$ cat src/rtl/ab_seq_pkg.sv
// ============================================================================
// ab_seq_pkg : shared state encoding and parameter limits for ab_seq_arbiter
// Rev 1.0
// ============================================================================
`default_nettype none

package ab_seq_pkg;

    localparam int GAP_MIN   = 1;
    localparam int GAP_MAX   = 15;
    localparam int N_REQ_MAX = 16;

    typedef enum logic [2:0] {
        ST_IDLE  = 3'd0,
        ST_ISSUE = 3'd1,
        ST_A_PH  = 3'd2,
        ST_WAIT  = 3'd3,
        ST_B_PH  = 3'd4
    } ab_state_e;

    // Index width for a requester count, saturated at the supported maximum.
    function automatic int idx_width(input int n);
        if (n <= 2) begin
            return 1;
        end
        if (n > N_REQ_MAX) begin
            return $clog2(N_REQ_MAX);
        end
        return $clog2(n);
    endfunction

    function automatic int clamp_gap(input int g);
        if (g < GAP_MIN) begin
            return GAP_MIN;
        end
        if (g > GAP_MAX) begin
            return GAP_MAX;
        end
        return g;
    endfunction

endpackage

`default_nettype wire

$ cat src/rtl/ab_seq_arbiter_rr.sv
// ============================================================================
// rr_arbiter : combinational round-robin pick, lowest index at/after pointer
// Rev 1.0
// ============================================================================
`default_nettype none

module rr_arbiter
    import ab_seq_pkg::*;
#(
    parameter int N_REQ = 4,
    parameter int IDW   = idx_width(N_REQ)
) (
    input  logic [N_REQ-1:0] req,
    input  logic [IDW-1:0]   ptr,
    output logic             any,
    output logic [N_REQ-1:0] onehot,
    output logic [IDW-1:0]   idx
);

    logic [IDW-1:0] w_cand [N_REQ];

    // Candidate i is (ptr + i) mod N_REQ; one extra bit keeps the sum exact.
    for (genvar i = 0; i < N_REQ; i++) begin : g_cand
        logic [IDW:0] w_sum;
        assign w_sum     = {1'b0, ptr} + (IDW+1)'(i);
        assign w_cand[i] = (w_sum >= (IDW+1)'(N_REQ)) ? IDW'(w_sum - (IDW+1)'(N_REQ))
                                                      : w_sum[IDW-1:0];
    end

    always_comb begin
        any    = 1'b0;
        onehot = '0;
        idx    = '0;
        for (int i = 0; i < N_REQ; i++) begin
            if (!any && req[w_cand[i]]) begin
                any = 1'b1;
                idx = w_cand[i];
            end
        end
        if (any) begin
            onehot[idx] = 1'b1;
        end
    end

endmodule

`default_nettype wire

$ cat src/rtl/ab_seq_arbiter.sv
// ============================================================================
// ab_seq_arbiter : round-robin share of one valid/a/b channel, valid |=> a ##GAP b
// Rev 1.0
// ============================================================================
`default_nettype none

module ab_seq_arbiter
    import ab_seq_pkg::*;
#(
    parameter int N_REQ = 4,
    parameter int GAP   = 3
) (
    input  logic                        clk,
    input  logic                        rst_n,
    input  logic                        enable,
    input  logic [N_REQ-1:0]            req,
    output logic [N_REQ-1:0]            gnt,
    output logic [idx_width(N_REQ)-1:0] gnt_id,
    output logic                        valid,
    output logic                        a,
    output logic                        b,
    output logic                        done,
    output logic                        busy
);

    localparam int c_idw = idx_width(N_REQ);
    localparam int c_gap = clamp_gap(GAP);
    localparam int c_cw  = $clog2(c_gap + 1);

    localparam logic [c_cw-1:0]  c_cnt_load = c_cw'(c_gap - 1);
    localparam logic [c_cw-1:0]  c_cnt_one  = c_cw'(1);
    localparam logic [c_idw-1:0] c_last     = c_idw'(N_REQ - 1);

    ab_state_e          r_state;
    logic [c_cw-1:0]    r_cnt;
    logic [c_idw-1:0]   r_ptr;

    logic               w_any;
    logic [N_REQ-1:0]   w_pick;
    logic [c_idw-1:0]   w_pick_id;
    logic [c_idw-1:0]   w_ptr_next;

    rr_arbiter #(
        .N_REQ (N_REQ),
        .IDW   (c_idw)
    ) u_rr (
        .req    (req),
        .ptr    (r_ptr),
        .any    (w_any),
        .onehot (w_pick),
        .idx    (w_pick_id)
    );

    assign w_ptr_next = (gnt_id == c_last) ? '0 : gnt_id + c_idw'(1);

    // Every output is written here, so each is a flop loaded one state early.
    always_ff @(posedge clk or negedge rst_n) begin
        if (!rst_n) begin
            r_state <= ST_IDLE;
            r_cnt   <= '0;
            r_ptr   <= '0;
            gnt     <= '0;
            gnt_id  <= '0;
            valid   <= 1'b0;
            a       <= 1'b0;
            b       <= 1'b0;
            done    <= 1'b0;
            busy    <= 1'b0;
        end else begin
            unique case (r_state)
                ST_IDLE: begin
                    if (enable && w_any) begin
                        gnt     <= w_pick;
                        gnt_id  <= w_pick_id;
                        valid   <= 1'b1;
                        busy    <= 1'b1;
                        r_state <= ST_ISSUE;
                    end
                end
                ST_ISSUE: begin
                    valid   <= 1'b0;
                    a       <= 1'b1;
                    r_state <= ST_A_PH;
                end
                ST_A_PH: begin
                    a     <= 1'b0;
                    r_cnt <= c_cnt_load;
                    if (c_gap == 1) begin
                        b       <= 1'b1;
                        done    <= 1'b1;
                        r_state <= ST_B_PH;
                    end else begin
                        r_state <= ST_WAIT;
                    end
                end
                ST_WAIT: begin
                    // Leaving at cnt==1 gives GAP-1 WAIT cycles and stops at zero.
                    r_cnt <= r_cnt - c_cnt_one;
                    if (r_cnt == c_cnt_one) begin
                        b       <= 1'b1;
                        done    <= 1'b1;
                        r_state <= ST_B_PH;
                    end
                end
                ST_B_PH: begin
                    b       <= 1'b0;
                    done    <= 1'b0;
                    busy    <= 1'b0;
                    gnt     <= '0;
                    gnt_id  <= '0;
                    r_ptr   <= w_ptr_next;
                    r_state <= ST_IDLE;
                end
                default: begin
                    valid   <= 1'b0;
                    a       <= 1'b0;
                    b       <= 1'b0;
                    done    <= 1'b0;
                    busy    <= 1'b0;
                    gnt     <= '0;
                    gnt_id  <= '0;
                    r_cnt   <= '0;
                    r_state <= ST_IDLE;
                end
            endcase
        end
    end

endmodule

`default_nettype wire

$ cat config.mk
export PLATFORM = sky130hd
export DESIGN_NAME = ab_seq_arbiter
export DESIGN_NICKNAME = d
export VERILOG_FILES = /design/src/rtl/ab_seq_pkg.sv /design/src/rtl/ab_seq_arbiter_rr.sv /design/src/rtl/ab_seq_arbiter.sv
export SDC_FILE = /design/constraint.sdc
export NUM_CORES = 1
export LEC_CHECK = 0
export ABC_AREA = 1
export CAP_MARGIN = 5
export CORE_MARGIN = 2
export CORE_UTILIZATION = 46
export DETAILED_ROUTE_END_ITERATION = 8
export HOLD_SLACK_MARGIN = 0.06
export PLACE_DENSITY = 0.71
export SLEW_MARGIN = 20
export SYNTH_ARGS = -nofsm -noshare
export SYNTH_HDL_FRONTEND = slang
export SYNTH_SLANG_ARGS = --single-unit
$ cat constraint.sdc
create_clock -name clk -period 1.44 [get_ports clk]
set_clock_uncertainty 0.1 [all_clocks]
set_input_delay 0.288 -clock clk [delete_from_list [all_inputs] [get_ports clk]]
set_output_delay 0.288 -clock clk [all_outputs]
set_load 0.02 [all_outputs]
==> metrics.yaml <==
status:
  status: "complete, but fails checks"
  failed_checks: "setup timing"
synthesis:
  synth_top_family_by_area: "simple AND/OR/NAND/NOR gates"
  synth_cell_types: 20
  synth-compound-area-share_pct: 5.988
  synth-seq-cells: 17
  yosysMostFrequentCell: "nand2_1"
  synthArstFlopShare_pct: 100.0
  synthSimpleGateAreaFrac_pct: 42.87
  synth-seq-area-share_pct: 40.72
  synth_nets: 155
  synth_largest_type_area_fraction_pct: 40.72
  synth_edf_count: 0
  ys.flop_type: "dfrtp_1"
  synth_area_leader_cell: "dfrtp_1"
  synth.area.mux_share_pct: 0
  synth_xor_area_share_pct: 0
  ys_top_cells_by_area: "dfrtp_1, nand2_1, nand3_1, nor2_1, inv_1"
  avgSynthCellArea_um2: 7.156
  syn_area_um2: 1045
  synth_commonest_cells: "nand2_1, dfrtp_1, nor2_1"
  synth_cells: 146
  synth_warnings: 0
  synth_adder_area_share_pct: 2.395
clock_network:
  clk-insertion-delay-late_ps: 290
  clk_path_buf_depth: 2
  path_clk_slew_ps: 100
  cts_sinks: 17
  root_buffer: "clkbuf_4"
  cts_tree: "done"
  numCtsBuffers: 3
  h-tree-depth: 1
place:
  dp_hpwl_mm: 1.829
  portBuffers: 17
  place_congestion: 0.8605
global_route:
  grt_pass1_wl_mm: 4.623
  grt_max_degree: 18
  grt_overflow: 0
  grtUsageTotal_pct: 23.36
  grt_pass1_vias: 1083
  antenna_found_initial: 0
critical_path:
  start_kind: "register"
  crit_required_ps: 1530
  cp-end-kind: "register"
  cp_max_fo: 6
  worstSetupPathType: "reg2reg"
  arrival_ps: 1820
timing:
  fin_crit_sh_pct: 119.7
  worst_slack_ps: -284.3
  fmax_mhz: 580.0
  holdWs_ps: 208.5
  maxSlewHeadroom_pct: 81.16
  period_minus_slack_ps: 1724
  setup_violations: 9
  worstMarginPinSlew_ps: 281.5
  slew_viol_final: 0
  rsz0062_at_grt: "yes"
  finalHoldViolCount: 0
  tns_ps: -2137
die:
  chipWidth_um: 51.66
  die_h_um: 51.66
  initial_core_util_pct: 48.15
  dieArea_um2: 2668
  io_pins: 18
  row_count: 17
  core-area_um2: 2170
layout:
  fin_nets: 196
  final_layout_size_suffix_gt1_share_pct: 37.63
  n_antenna_cell: 0
  synthToLayoutAreaGrowth_pct: 51.26
route:
  vias_per_cell: 5.154
  drc_errors: 0
  num_vias: 1103
  first_pass_iters: 4
  wl_mm: 2.923
  ant_nets: 0
  wl_per_cell_um: 13.66
  initialDrtViolationCount: 37
flow_run:
  drv_cap: 0
power_and_ir_drop:
  combinationalPowerShare_pct: 70.9
  powerDensity_nw_per_um2: 2315
  ir_drop_uv: 1474
  seq_power_share_pct: 21.9
  p_sw_share_pct: 50.06
  power.internal_uw: 1827
  power.leakage_uw: 0.0008360
  clockPowerShare_pct: 7.1
  p_switching_uw: 1831
min_path:
  hold_path.class: "in2async"
## cell families (layout without fill, tap and decap cells)
| logic type | count (synthesis) | count (layout) |
|---|---|---|
| compound gates | 12 | 12 |
| fa+ha+maj | 2 | 2 |
| buf+inv | 18 | 58 |
| flops | 17 | 17 |
| simple gates | 97 | 97 |
## through the flow
step | cells | setup slack, ps | instance area, um^2 | total power, uW | util [%]
after floorplan | 146 | -35.40 | 1055 | 2105 | -
after global placement | 200 | -400.3 | 1324 | 2715 | 61.02
after detailed placement | 200 | -474.2 | 1324 | 2757 | 61.02
after CTS | 211 | -213.5 | 1469 | 3299 | 67.70
after global routing | 214 | -363.1 | 1580 | 3934 | 72.84
final | 214 | -284.3 | 1580 | 3658 | 72.84
## layout make-up
class	count	area, um^2
timing repair buffer	37	325.3
inverter	16	75.07
tap	28	35.03
clock buffer	4	26.28
sequential	17	427.9
multi-input combinational	111	684.4
timing repair inverter	1	6.256
fill	180	589.3
## repair_timing
action	in CTS	in global routing
buffers inserted	6	3
setup endpoints to repair	20	14
cloned	1	0
pin swaps	5	9
resized for setup	39	25
hold buffers	0	0
## final timing paths
check / cells past startpoint / from / endpoint / slack [ps]
worst min register to register: 1 / r_cnt[0] / r_cnt[0] / 370
max in group asynchronous: 2 / rst_n / r_ptr[0] / 830
worst max register to register: 11 / r_ptr[0] / gnt[3] / -280
min in group clk: 1 / r_cnt[0] / r_cnt[0] / 370
worst min-delay path: 2 / rst_n / done / 210
worst max-delay path: 11 / r_ptr[0] / gnt[3] / -280
## flip-flops by register name, summed over array words and instances (netlist names)
signal   cells
gnt          4
r_state      3
gnt_id       2
r_cnt        2
r_ptr        2
a            1
busy         1
done         1
valid        1
## cells in the final DEF, fill, tap and decap left out, types with 4 or more instances in the layout
master           instances
nand2_1                 35
buf_4                   17
dfrtp_1                 15
nand2_2                 14
nor2_1                  14
inv_1                   10
nand3_1                 10
nand2_4                  8
dlygate4sd2_1            8
nand3_2                  6
clkdlybuf4s50_1          6
o21ai_0                  5
inv_2                    4
nand3_4                  4
## critical path: stages (launching register included)
cell,delay (ps)
dfrtp_2,440
buf_8,150
inv_4,80
nand2_1,70
nand2_1,110
nor2_1,80
nor2_2,130
nand3_4,140
nand3_4,140
inv_4,60
nand3_2,80
nand2_1,50
## per-layer routing
| metal | vias up | part of all wire, % | GRT usage, % |
|---|---|---|---|
| li1 | 544 | - | - |
| met1 | 531 | 43 | 27.52 |
| met2 | 22 | 52 | 42.09 |
| met3 | 6 | 3.8 | 5.747 |
| met4 | 0 | 1.3 | 6.140 |
| met5 | - | 0 | 0 |
## power by group through the flow
| stage | Combinational (uW) | Sequential, uW | Clock [uW] |
|---|---|---|---|
| 2_1_floorplan | 1190 | 917 | 0 |
| 3_3_place_gp | 1880 | 834 | 0 |
| 3_5_place_dp | 1920 | 841 | 0 |
| 4_1_cts | 2230 | 801 | 264 |
| 5_1_grt | 2830 | 824 | 281 |
| 6_report | 2590 | 803 | 261 |
Power figures use the tool's default switching activity.
